`src/rtl/mem_bridge_pkg.sv`:
```
// Shared types and constants for mem_bridge: command/state encodings and watchdog sizing.
package mem_bridge_pkg;

  localparam int unsigned AW_DEF      = 9;
  localparam int unsigned DW_DEF      = 16;
  localparam int unsigned TIMEOUT_DEF = 15;
  localparam int unsigned WDOG_W      = 8;

  localparam logic [15:0] DEAD_WORD = 16'hDEAD;

  typedef enum logic [1:0] {
    CMD_NONE  = 2'b00,
    CMD_WRITE = 2'b01,
    CMD_READ  = 2'b10,
    CMD_ILL   = 2'b11
  } mem_cmd_t;

  typedef enum logic [1:0] {
    ST_IDLE = 2'b00,
    ST_REQ  = 2'b01,
    ST_RESP = 2'b10
  } state_t;

endpackage

```
`src/rtl/mem_bridge_wdog.sv`:
```
// Access watchdog: clearable up-counter; tc_o is high in the cycle the count equals TIMEOUT-1,
// i.e. in the TIMEOUT-th enabled cycle after a clear.
module mem_bridge_wdog
  import mem_bridge_pkg::*;
#(
  parameter int unsigned TIMEOUT = TIMEOUT_DEF
) (
  input  logic clk,
  input  logic reset_n,
  input  logic clr_i,
  input  logic en_i,
  output logic tc_o
);

  localparam logic [WDOG_W-1:0] LAST = WDOG_W'(TIMEOUT - 1);

  logic [WDOG_W-1:0] cnt_q, cnt_d;
  logic              tc_q;

  always_comb begin
    cnt_d = cnt_q;
    if (clr_i) begin
      cnt_d = '0;
    end else if (en_i) begin
      cnt_d = cnt_q + WDOG_W'(1);
    end
  end

  // Flag is registered against the next count so it lines up with the cycle it describes.
  always_ff @(posedge clk or negedge reset_n) begin
    if (!reset_n) begin
      cnt_q <= '0;
      tc_q  <= 1'b0;
    end else begin
      cnt_q <= cnt_d;
      tc_q  <= (cnt_d == LAST);
    end
  end

  assign tc_o = tc_q;

endmodule

```
`src/rtl/mem_bridge.sv`:
```
// CPU mem_cmd to req/ready memory bridge with controller stall, read-data hold and watchdog.
// Optional MMIO LED/switch registers when MEM_BRIDGE_MMIO_EN is defined.
module mem_bridge
  import mem_bridge_pkg::*;
#(
  parameter int unsigned    AW          = AW_DEF,
  parameter int unsigned    DW          = DW_DEF,
  parameter int unsigned    TIMEOUT     = TIMEOUT_DEF,
  parameter logic [AW-1:0]  IO_LED_ADDR = AW'('h100),
  parameter logic [AW-1:0]  IO_SW_ADDR  = AW'('h140)
) (
  input  logic          clk,
  input  logic          reset_n,
`ifdef MEM_BRIDGE_MMIO_EN
  output logic [7:0]    io_led,
  input  logic [7:0]    io_sw,
`endif
  input  logic [1:0]    cmd_mem_cmd,
  input  logic [AW-1:0] cmd_addr,
  input  logic [DW-1:0] cmd_wdata,
  output logic          cmd_stall,
  output logic          cmd_rvalid,
  output logic [DW-1:0] cmd_rdata,
  output logic          m_req,
  output logic          m_we,
  output logic [AW-1:0] m_addr,
  output logic [DW-1:0] m_wdata,
  input  logic          m_ready,
  input  logic [DW-1:0] m_rdata,
  output logic          err
);

`ifdef MEM_BRIDGE_MMIO_EN
  localparam bit MMIO_EN = 1'b1;
`else
  localparam bit MMIO_EN = 1'b0;
`endif

  state_t        state_q;
  logic          m_req_q;
  logic          m_we_q;
  logic [AW-1:0] m_addr_q;
  logic [DW-1:0] m_wdata_q;
  logic [DW-1:0] rdata_q;
  logic          rvalid_q;
  logic          err_q;

  mem_cmd_t cmd_c;
  logic     acc_c;
  logic     mmio_led_c;
  logic     mmio_sw_c;
  logic     mmio_c;
  logic     wdog_tc;

  assign cmd_c      = mem_cmd_t'(cmd_mem_cmd);
  assign acc_c      = (cmd_c == CMD_READ) || (cmd_c == CMD_WRITE);
  assign mmio_led_c = MMIO_EN && (cmd_c == CMD_WRITE) && (cmd_addr == IO_LED_ADDR);
  assign mmio_sw_c  = MMIO_EN && (cmd_c == CMD_READ) && (cmd_addr == IO_SW_ADDR);
  assign mmio_c     = mmio_led_c || mmio_sw_c;

  // Stall must rise in the same cycle the command is seen so the controller holds it.
  assign cmd_stall = (state_q == ST_REQ) || ((state_q == ST_IDLE) && acc_c);

  mem_bridge_wdog #(
    .TIMEOUT (TIMEOUT)
  ) u_wdog (
    .clk     (clk),
    .reset_n (reset_n),
    .clr_i   ((state_q == ST_IDLE) && acc_c && !mmio_c),
    .en_i    (state_q == ST_REQ),
    .tc_o    (wdog_tc)
  );

  always_ff @(posedge clk or negedge reset_n) begin
    if (!reset_n) begin
      state_q   <= ST_IDLE;
      m_req_q   <= 1'b0;
      m_we_q    <= 1'b0;
      m_addr_q  <= '0;
      m_wdata_q <= '0;
      rdata_q   <= '0;
      rvalid_q  <= 1'b0;
      err_q     <= 1'b0;
    end else begin
      rvalid_q <= 1'b0;
      case (state_q)
        ST_IDLE: begin
          if (cmd_c == CMD_ILL) begin
            err_q <= 1'b1;
          end else if (acc_c) begin
            m_we_q    <= (cmd_c == CMD_WRITE);
            m_addr_q  <= cmd_addr;
            m_wdata_q <= cmd_wdata;
            if (mmio_c) begin
              rvalid_q <= mmio_sw_c;
`ifdef MEM_BRIDGE_MMIO_EN
              if (mmio_sw_c) rdata_q <= DW'(io_sw);
`endif
              state_q  <= ST_RESP;
            end else begin
              m_req_q <= 1'b1;
              state_q <= ST_REQ;
            end
          end
        end
        ST_REQ: begin
          // A ready in the terminal watchdog cycle still completes normally.
          if (m_ready) begin
            m_req_q <= 1'b0;
            if (!m_we_q) begin
              rdata_q  <= m_rdata;
              rvalid_q <= 1'b1;
            end
            state_q <= ST_RESP;
          end else if (wdog_tc) begin
            m_req_q <= 1'b0;
            err_q   <= 1'b1;
            if (!m_we_q) begin
              rdata_q  <= DW'(DEAD_WORD);
              rvalid_q <= 1'b1;
            end
            state_q <= ST_RESP;
          end
        end
        ST_RESP: begin
          state_q <= ST_IDLE;
        end
        default: begin
          state_q <= ST_IDLE;
        end
      endcase
    end
  end

`ifdef MEM_BRIDGE_MMIO_EN
  logic [7:0] io_led_q;

  always_ff @(posedge clk or negedge reset_n) begin
    if (!reset_n) begin
      io_led_q <= '0;
    end else if ((state_q == ST_IDLE) && mmio_led_c) begin
      io_led_q <= cmd_wdata[7:0];
    end
  end

  assign io_led = io_led_q;
`endif

  assign m_req      = m_req_q;
  assign m_we       = m_we_q;
  assign m_addr     = m_addr_q;
  assign m_wdata    = m_wdata_q;
  assign cmd_rdata  = rdata_q;
  assign cmd_rvalid = rvalid_q;
  assign err        = err_q;

endmodule
```
`config.mk`:
```
export PLATFORM = sky130hd
export DESIGN_NAME = mem_bridge
export DESIGN_NICKNAME = d
export VERILOG_FILES = /design/src/rtl/mem_bridge_pkg.sv /design/src/rtl/mem_bridge_wdog.sv /design/src/rtl/mem_bridge.sv
export SDC_FILE = /design/constraint.sdc
export NUM_CORES = 1
export LEC_CHECK = 0
export ABC_AREA = 1
export ABC_CLOCK_PERIOD_IN_PS = 1800
export CORE_ASPECT_RATIO = 2
export CORE_MARGIN = 8
export CORE_UTILIZATION = 43
export DETAILED_ROUTE_END_ITERATION = 12
export PLACE_DENSITY = 0.82
export SLEW_MARGIN = 20
export SYNTH_ARGS = -nofsm -noshare
export SYNTH_HDL_FRONTEND = slang
export SYNTH_SLANG_ARGS = --single-unit
```
`constraint.sdc`:
```
create_clock -name clk -period 1.8 [get_ports clk]
set_clock_uncertainty 0.1 [all_clocks]
set_input_delay 0.18 -clock clk [delete_from_list [all_inputs] [get_ports clk]]
set_output_delay 0.18 -clock clk [all_outputs]
set_load 0.005 [all_outputs]
```
# Word level (Yosys, flattened, before mapping)
# Index checks and enable logic that the tools add are counted.
[totals]
inputBits = 46
reg_bits = 56
elab_cells = 59
[classes]
add_sub_neg = 1
bitwise_logic = 2
reduce_logical = 11
eq_ne = 11
muxes = 24
[op_table]
columns = ["operator", "n"]
rows = [
  ["2-to-1 mux 16 bit", 4],
  ["2-to-1 mux 8 bit", 2],
  ["2-to-1 mux 1 bit", 11],
  ["AND reduction 3 bit", 3],
  ["adder 8 x 1 -> 8 bit (second input constant)", 1],
  ["equality test 8 x 4 -> 1 bit (second input constant)", 1],
  ["2-to-1 mux 2 bit", 4],
  ["!= test 2 bit (second input constant)", 4],
  ["AND reduction 4 bit", 2],
  ["equality test 2 x 1 -> 1 bit (second input constant)", 2],
  ["equality test 2 bit (second input constant)", 2],
  ["one-hot mux 1 bit (2 select lines)", 2],
  ["one-hot mux 2 bit (2 select lines)", 1],
  ["nonzero test 2 bit", 2],
  ["!= test 3 bit (second input constant)", 1],
  ["zero test 2 bit", 1],
  ["logical OR 1 bit", 2],
  ["!= test 2 x 1 -> 1 bit (second input constant)", 1],
  ["inverter 1 bit", 2],
  ["logical AND 1 bit", 1],
]

# Longest topological paths before layout
# Gate-level depths: netlist of run 1.
[logic_depth]
ltp_word = 5
mapped_depth = 10

# Hierarchy
# From an unflattened synthesis of run 1, not the netlist that was laid out.
[hier_totals]
cells_unflattened = 303
area_unflattened_um2 = 2479.9
[by_module_without_submodules]
columns = ["module", "instances", "area_per_inst_um2", "cells_each", "seq_area_each_um2"]
rows = [
  ["mem_bridge", 1, 1984.4, 233, 1176.1],
  ["mem_bridge_wdog", 1, 495.5, 70, 225.2],
]

# Least setup slack after synthesis of run 1
# Ideal clock, no wire load.
[synth_timing]
kind = "register -> register"
startpoint = "register state_q[1]"
endpoint = "register u_wdog.tc_q (netlist: u_wdog.tc_o)"
setup_time_ps = 115
arrival_time_ps = 1169
n_path_buf = 0
required_ps = 1585
slack_ps = 417
path_stages_with_launch = 9
path_cell_list = "dfrtp_1 -> inv_1 -> nand2_1 -> nor2_1 -> nand2_1 -> o21ai_0 -> nand3_1 -> nand2_1 -> nor2_1"
[synth_via]
elab_chain_len = 4
word_cells_on_any_way = 6
cone_classes = "eq/ne: 2; mux: 2; reduce/logical: 2"
[synth_rtl]
columns = ["element", "line", "text"]
rows = [
  ["start: declaration", "mem_bridge.sv:39", "state_t state_q;"],
  ["start signal: assignment", "mem_bridge.sv:76", "state_q <= ST_IDLE;"],
  ["start signal: assignment", "mem_bridge.sv:99", "state_q <= ST_RESP;"],
  ["start signal: assignment", "mem_bridge.sv:102", "state_q <= ST_REQ;"],
  ["equality test 2 x 1 -> 1 bit or zero test 2 bit (tied branches)", "mem_bridge.sv:70, mem_bridge.sv:69", ""],
  ["2-to-1 mux 8 bit or logical AND 1 bit (tied branches)", "mem_bridge_wdog.sv:24, mem_bridge.sv:69", ""],
  ["2-to-1 mux 8 bit (*)", "mem_bridge_wdog.sv:22", "if (clr_i) begin"],
  ["equality test 8 x 4 -> 1 bit (*)", "mem_bridge_wdog.sv:36", "tc_q <= (cnt_d == LAST);"],
  ["end signal: assignment", "mem_bridge_wdog.sv:36", ""],
  ["end: declaration", "mem_bridge_wdog.sv:18", "logic tc_q;"],
]
# Every way passes the cells marked *; elsewhere a longest branch is shown, timed or not.
# A chain may end at the register's enable or synchronous reset.

# Worst setup path in the final report of run 1
[layout_timing]
startpoint = "input port cmd_mem_cmd[1]"
endpoint = "output port cmd_stall"
[layout_via]
elab_chain_len = 4
word_cells_on_any_way = 5
cone_classes = "eq/ne: 2; reduce/logical: 3"
[layout_rtl]
columns = ["element", "line", "text"]
rows = [
  ["start: declaration", "mem_bridge.sv:18", "input logic [1:0] cmd_mem_cmd,"],
  ["equality test 2 bit or equality test 2 x 1 -> 1 bit (tied branches)", "mem_bridge.sv:56", "assign acc_c = (cmd_c == CMD_READ) || (cmd_c == CMD_WRITE);"],
  ["logical OR 1 bit (*)", "mem_bridge.sv:56", ""],
  ["logical AND 1 bit (*)", "mem_bridge.sv:62", "assign cmd_stall = (state_q == ST_REQ) || ((state_q == ST_IDLE) && acc_c);"],
  ["logical OR 1 bit (*)", "mem_bridge.sv:62", ""],
  ["end: declaration", "mem_bridge.sv:21", "output logic cmd_stall,"],
]
# Marked as above.

==> results of run 1 <==
==> registers in the layout, indices dropped and copies added, names as in the netlist <==
signal / count
err: 1
m_we: 1
m_req: 1
u_wdog.tc_o: 1
cmd_rdata: 16
u_wdog.cnt_q: 8
m_wdata: 16
state_q: 2
cmd_rvalid: 1
m_addr: 9
==> layout by cell type, fill, tap and decap left out <==
master,instances
inv_6,1
o21ai_0,29
o21ai_4,1
o21ai_1,1
a21oi_1,2
dfrtp_1,56
dlygate4sd2_1,1
o32ai_1,1
clkinv_2,1
clkinvlp_4,1
buf_12,2
nand4_1,2
nor2_4,2
clkdlybuf4s50_1,89
nor2_1,5
nand2_4,1
ha_1,3
buf_4,9
buf_2,1
nand2_1,115
nor2_2,2
nand2_2,1
nand3_1,18
dlygate4sd3_1,1
o21bai_1,1
clkbuf_8,5
inv_2,4
inv_1,21
nand3b_1,1
==> critical path, delay by kind of cell <==
kind                       cells  cell delay, ns
buffers and inverters          4            0.83
adders and majority gates      1            0.27
and+or+nand+nor                2            0.11
==> logic make-up after synthesis <==
| family | after synthesis |
|---|---|
| AOI/OAI and AO/OA | 35 |
| adders and majority gates | 3 |
| DFF | 56 |
| buffers and inverters | 35 |
| and+or+nand+nor | 147 |
==> worst min path at each step <==
| stage | startpoint | to |
|---|---|---|
| 6_report | reset_n | m_wdata[0] |
| 4_1_cts | cmd_addr[3] | m_addr[3] |
| 3_3_place_gp | reset_n | m_wdata[0] |
| 2_1_floorplan | reset_n | cmd_rdata[0] |
| 5_1_grt | reset_n | cmd_rdata[3] |
| 3_5_place_dp | reset_n | u_wdog.cnt_q[6] |
==> routing by layer <==
metal,GRT usage [%],wire length (um),vias up
met5,0,0,-
met3,4.72,483,14
met2,28.0,3430,72
met4,9.16,216,0
li1,-,-,1067
met1,18.1,2380,1008
==> report_power, final <==
group          total, mW  switching [mW]  internal [mW]
Clock              0.705           0.428          0.277
Combinational       2.07           0.866           1.21
Sequential          2.05           0.296           1.75
Total               4.83            1.59           3.24
==> stage by stage <==
stage          total power, mW  hold slack (ns)
3_3_place_gp              4.11           0.0976
2_1_floorplan             2.78           -0.216
4_1_cts                   4.90            0.272
5_1_grt                   5.19            0.287
6_report                  4.83            0.281
3_5_place_dp              4.17            0.104
==> repair_timing <==
item / 4_1_cts / 5_1_grt
setup endpoints to repair: 1 / 1
hold buffers: 1 / 0
setup buffers: 0 / 0
gates resized for setup: 4 / 1
endpoints found under the hold margin: 56 / 0
==> cell type report <==
cell class                 count  area [um2]  share of cell area (%)
tap                           60        75.1                    2.13
sequential                    56        1400                    39.7
timing repair buffer         103        1020                    29.0
multi-input combinational    185         843                    23.9
inverter                      25        93.8                    2.66
clock buffer                   5        68.8                    1.95
clock inverter                 3        21.3                   0.603
==> metrics.md, run 1 <==
| Metric | Value |
|---|---|
| Main combinational cell family by area after synthesis | `simple AND/OR/NAND/NOR gates` |
| Gp weighted congestion | `0.800` |
| Final ANT Viol Nets | `0` |
| CTS tree | `done` |
| #FFs+latches synth | `56` |
| Synthesis Warnings | `0` |
| Inst Count DP | `428` |
| Post-route clock period utilization | `93.4%` |
| Yosys cell types | `21` |
| # DRC | `0` |
| Crit path kind | `in -> out` |
| First-pass GRT wire length | `10800 um` |
| Root Buffer | `clkbuf_8` |
| WL per Instance | `14.9 um` |
| Xor/xnor share of the synthesized area | `0%` |
| Pwr dens | `1370 nW/um2` |
| Slowest stage cell on the critical path | `clkdlybuf4s50_1` |
| Final setup TNS | `0 ns` |
| Avg Inst Size Synth | `8.65 um2` |
| Slew margin rel. | `~77%` |
| Most frequent cells after synthesis | `116 x nand2_1, 56 x dfrtp_1, 29 x o21ai_0, 23 x inv_1, 18 x nand3_1` |
| Adder-cell share of the synthesized area | `1.57%` |
| Worst setup margin | `0.119 ns` |
| RSZ-0062 raised after global routing | `false` |
| GRT overflow | `0` |
| Top-count cell post-synth | `nand2_1` |
| CP endpoint | `cmd_stall` |
| P_leak | `between 1.5 and 2 nW` |
| Worst-path cell chain | `clkdlybuf4s50_1, inv_1, ha_1, inv_2, nand2_4, nand2_1, dlygate4sd2_1` |
| Max cap viols | `0` |
| Crit-path max FO | `3` |
| Num Clock Sinks | `56` |
| Critical Path AT | `1.40 ns` |
| Worst hold-check path type | `in -> async` |
| Largest net degree at the start of global routing | `57` |
| Setup crit end kind | `primary output` |
| Fin area | `3530 um2` |
| Sequential cell area fraction in the yosys report | `a little under 60%` |
| Via count | `2161` |
| Post-synth EDFFs | `0` |
| Area fraction of the dominant cell type after synthesis | `58.7%` |
| Status | `complete, no violations` |
| IO buf count | `91` |
| Main synth FF type | `dfrtp_1` |
| Final core utilization | `around 66%` |
| Post-DP Area | `3420 um2` |
| Worst skew pair latency | `0.32 ns` |
| Top-level I/O count | `92` |
| Post-Syn Nets | `325` |
| Post-synthesis simple-gate area fraction | `approximately 25%` |
| # rows | `38` |
| Layout Nets | `425` |
| Synth area leaders | `dfrtp_1 59%, nand2_1 18%, o21ai_0 6.1%` |
| Number of global-route vias before repair | `approximately 2300` |
| Longest Clk Path Bufs | `2` |
| 1st-iter DRT viols | `a little under 60` |
| # diodes | `0` |
| DRT Wirelength | `6510 um` |
| Hpwl dp | `4890 um` |
| Max-slew violations | `0` |
| Die span in x | `approximately 69 um` |
| Crit path launch type | `input pin` |
| Pre-CTS WS | `-0.182 ns` |
| Share of cells above drive strength 1 | `8.22%` |
| Post-synthesis mux area share | `0%` |
| Core Box Area | `5370 um2` |
| Final non-filler cell total | `~440` |
| Fill count | `452` |
| Min Tclk post-route | `1.68 ns` |
| Worst setup startpoint | `cmd_mem_cmd[1]` |
| H-Tree Depth | `2` |
| Reg2Reg Depth | `7` |
| Die Ht | `121 um` |
| Hold Vio Cnt, Final | `0` |
| R2R Path End | `u_wdog.tc_o` |
| Global Route Usage Sum | `around 17%` |
| Mapped Area | `2390 um2` |
| Total CTS buffers | `5` |
| Reg2reg start | `state_q[0]` |
| Fmax | `595 MHz` |
| # setup viols final | `0` |
| Least-Margin Pin Slew | `0.349 ns` |
| Vias per inst | `4.95` |
| Gate Count Post-Synth | `276` |
| Area leader, netlist | `dfrtp_1` |
| Initial antenna violation count | `0` |
| Peak supply drop | `1.00 mV` |
| Initial Util | `44.4%` |
| Die ar. | `approximately 8300 um2` |
| Clock-pin slew on the worst setup and hold paths | `approximately 0.10 ns` |
| Async SR Flop Fraction | `100%` |
| Drt first pass iters | `6` |
| Required time of the worst setup path | `about 1.5 ns` |
| Compound-gate portion of the synthesized area | `8.08%` |
| Worst R2R Setup Slack | `approximately 0.20 ns` |
| Synthesis-to-layout area growth | `47.8%` |
| Largest stage delay on the critical path | `0.48 ns` |
No activity file was read; power rests on OpenSTA's default activity.
==> inputs of run 2 (changes only) <==
Settings changed: CORE_ASPECT_RATIO 2 to 1.4, PLACE_DENSITY 0.82 to 0.83, SKIP_LAST_GASP set to 1.
==> run 2 against run 1 <==
Register-to-register slack about the same. Clock power is 17% higher. Combinational power about the same. First-iteration DRC count is 90% higher. Critical path type is now reg -> out. Largest cell class unchanged. Largest power group unchanged.
==> metrics.md, run 2 (same netlist as run 1, synthesis figures left out) <==
| Metric | Value |
|---|---|
| Status | `complete, no violations` |
| Switching power | `1.60 mW (+0.79%)` |
| # DRC | `0 (unchanged)` |
| Global Route Usage Sum | `16.5% (-0.26 points)` |
| Crit path kind | `reg -> out` |
| Root Buffer | `clkbuf_8` |
| Peak supply drop | `0.731 mV (-27%)` |
| Reg power frac | `41.1% (-1.3 points)` |
| Die ar. | `8220 um2 (-1.3%)` |
| Clock-pin slew on the worst setup and hold paths | `0.09 ns (about the same)` |
| Setup crit end kind | `primary output` |
| Comb power frac | `42.2% (-0.8 points)` |
| Final core utilization | `65.3% (-0.30 points)` |
| Total Power | `4.98 mW (+3.2%)` |
| H-Tree Depth | `2 (unchanged)` |
| Core Box Area | `5450 um2 (+1.4%)` |
| Final setup TNS | `0 ns (unchanged)` |
| Worst setup startpoint | `state_q[0]` |
| Post-DP Area | `3430 um2 (+0.29%)` |
| Slew margin rel. | `77.8% (+1.1 points)` |
| Die span in x | `79.0 um (+15%)` |
| Area occupied by multi-input gates | `843 um2 (unchanged)` |
| Required time of the worst setup path | `1.52 ns (about the same)` |
| Initial Util | `43.8% (-0.59 points)` |
| Longest Clk Path Bufs | `2 (unchanged)` |
| Layout Nets | `425 (unchanged)` |
| IO buf count | `91 (unchanged)` |
| P_leak | `1.77 nW (+0.66%)` |
| Number of global-route vias before repair | `2314 (+1.9%)` |
| Post-route clock period utilization | `96.0% (+2.6 points)` |
| Max cap viols | `0 (unchanged)` |
| Most frequent cells in the layout | `115 x nand2_1, 89 x clkdlybuf4s50_1, 56 x dfrtp_1, 29 x o21ai_0, 23 x inv_1` |
| Drt first pass iters | `4 (-2)` |
| Initial antenna violation count | `0 (unchanged)` |
| Fmax | `579 MHz (-2.7%)` |
| Hpwl dp | `4960 um (+1.3%)` |
| Via count | `2214 (+2.5%)` |
| Vias per inst | `4.98 (+0.61%)` |
| Largest stage delay on the critical path | `0.46 ns (-0.02 ns)` |
| Synthesis-to-layout area growth | `49.1%` |
| Least-Margin Pin Slew | `0.332 ns (-0.0167 ns)` |
| Top-level I/O count | `92 (unchanged)` |
| Min Tclk post-route | `1.73 ns (+0.0465 ns)` |
| Reg2reg start | `state_q[0]` |
| Die Ht | `104 um (-14%)` |
| Hold Vio Cnt, Final | `0 (unchanged)` |
| Fill count | `483 (+6.9%)` |
| # rows | `32 (-16%)` |
| Worst skew pair latency | `0.31 ns (about the same)` |
| WL per Instance | `14.8 um (-0.67%)` |
| Fin area | `3560 um2 (+0.89%)` |
| Clk pwr share | `16.6% (+2.0 points)` |
| Crit-path max FO | `6 (+3)` |
| Final ANT Viol Nets | `0 (unchanged)` |
| Crit path launch type | `flop` |
| Largest net degree at the start of global routing | `57 (unchanged)` |
| # setup viols final | `0 (unchanged)` |
| Area occupied by registers | `1400 um2 (unchanged)` |
| Pwr dens | `1400 nW/um2 (+2.3%)` |
| Critical Path AT | `1.45 ns (+0.05 ns)` |
| DRT Wirelength | `6580 um (+1.2%)` |
| CTS tree | `done` |
| Gp weighted congestion | `0.801 (+0.11%)` |
| RSZ-0062 raised after global routing | `false` |
| CP bufs+invs | `1 (-3)` |
| Sw frac | `32.2% (-0.76 points)` |
| Max-slew violations | `0 (unchanged)` |
| Num Clock Sinks | `56 (unchanged)` |
| Worst-path cell chain | `nor2_1, nand2_4, nand2_1, dlygate4sd2_1` |
| GRT overflow | `0 (unchanged)` |
| Internal power | `3.38 mW (+4.3%)` |
| Slowest stage cell on the critical path | `dfrtp_1` |
| Worst hold-check path type | `in -> async` |
| Commonest non-fill, non-tap cell in the layout | `nand2_1` |
| Critical path's top delay family | `flip-flops` |
| Share of cells above drive strength 1 | `7.43% (-0.80 points)` |
| # diodes | `0 (unchanged)` |
| 1st-iter DRT viols | `112 (+90%)` |
| Total CTS buffers | `5 (unchanged)` |
| First-pass GRT wire length | `11000 um (+1.4%)` |
run 2: cell count changes in the layout (fill, tap and decap cells not counted), sizes merged:
| cell | change |
|---|---|
| bufinv | +1 |
| clkbuf | +1 |
| clkinv | -1 |
| clkinvlp | -1 |
run 2: routing by layer:
metal | vias up | wire [um] | global-route usage, %
li1 | 1062 | - | -
met1 | 1059 | 2520 | 18.5
met2 | 83 | 3230 | 27.0
met3 | 10 | 733 | 7.70
met4 | 0 | 104 | 5.19
met5 | - | 0 | 0
run 2: final timing paths:
path | slack [ns] | endpoint | depth (start not counted)
setup / recovery | 0.07 | cmd_stall | 4
hold / removal | 0.29 | m_wdata[0] | 3
setup reg to reg | 0.21 | m_wdata[7] | 7
hold reg to reg | 0.37 | err | 2
max in group asynchronous | 1.07 | u_wdog.cnt_q[7] | 3
min in group clk | 0.29 | m_wdata[6] | 3
run 2: through the flow:
stage          std cells  hold slack [ns]  worst slack (ns)
2_1_floorplan        276           -0.216             0.417
3_3_place_gp         436            0.101            -0.164
3_5_place_dp         436            0.101            -0.187
4_1_cts              445            0.281            0.0823
5_1_grt              445            0.288           0.00543
6_report             445            0.288            0.0723
run 2: cell type report:
cell class                 count  share of cell area, %
timing repair buffer         103                   28.7
multi-input combinational    185                   23.7
clock buffer                   6                   2.04
tap                           68                   2.39
clock inverter                 2                   1.09
sequential                    56                   39.4
inverter                      25                   2.64
run 2: worst reg2reg max path: stages, from the launching register on:
cell	delay, ns
dfrtp_1	0.46
nor2_1	0.29
nand2_4	0.08
buf_4	0.20
inv_2	0.10
buf_4	0.16
nand2_1	0.06
nand2_1	0.07
run 2: what timing repair did:
item | in CTS | in global routing
hold endpoints to repair | 56 | 0
pin swaps | 0 | 0
hold buffers | 1 | 0
endpoints found under the setup margin | 1 | 3
resized for setup | 1 | 2
buffers inserted | 0 | 0
run 2: power groups by stage:
stage	sequential, mW	clock [mW]	combinational [mW]
after global routing	2.10	0.893	2.33
after global placement	2.03	0	2.08
after detailed placement	2.06	0	2.14
after CTS	2.04	0.848	2.15
final	2.05	0.828	2.10
after floorplan	2.08	0	0.693
==> inputs of run 3 (changes only) <==
Settings changed: SLEW_MARGIN 20 to 10.
==> results of run 3 <==
Same layout as run 2: the final DEF is identical, and so are final timing and power.
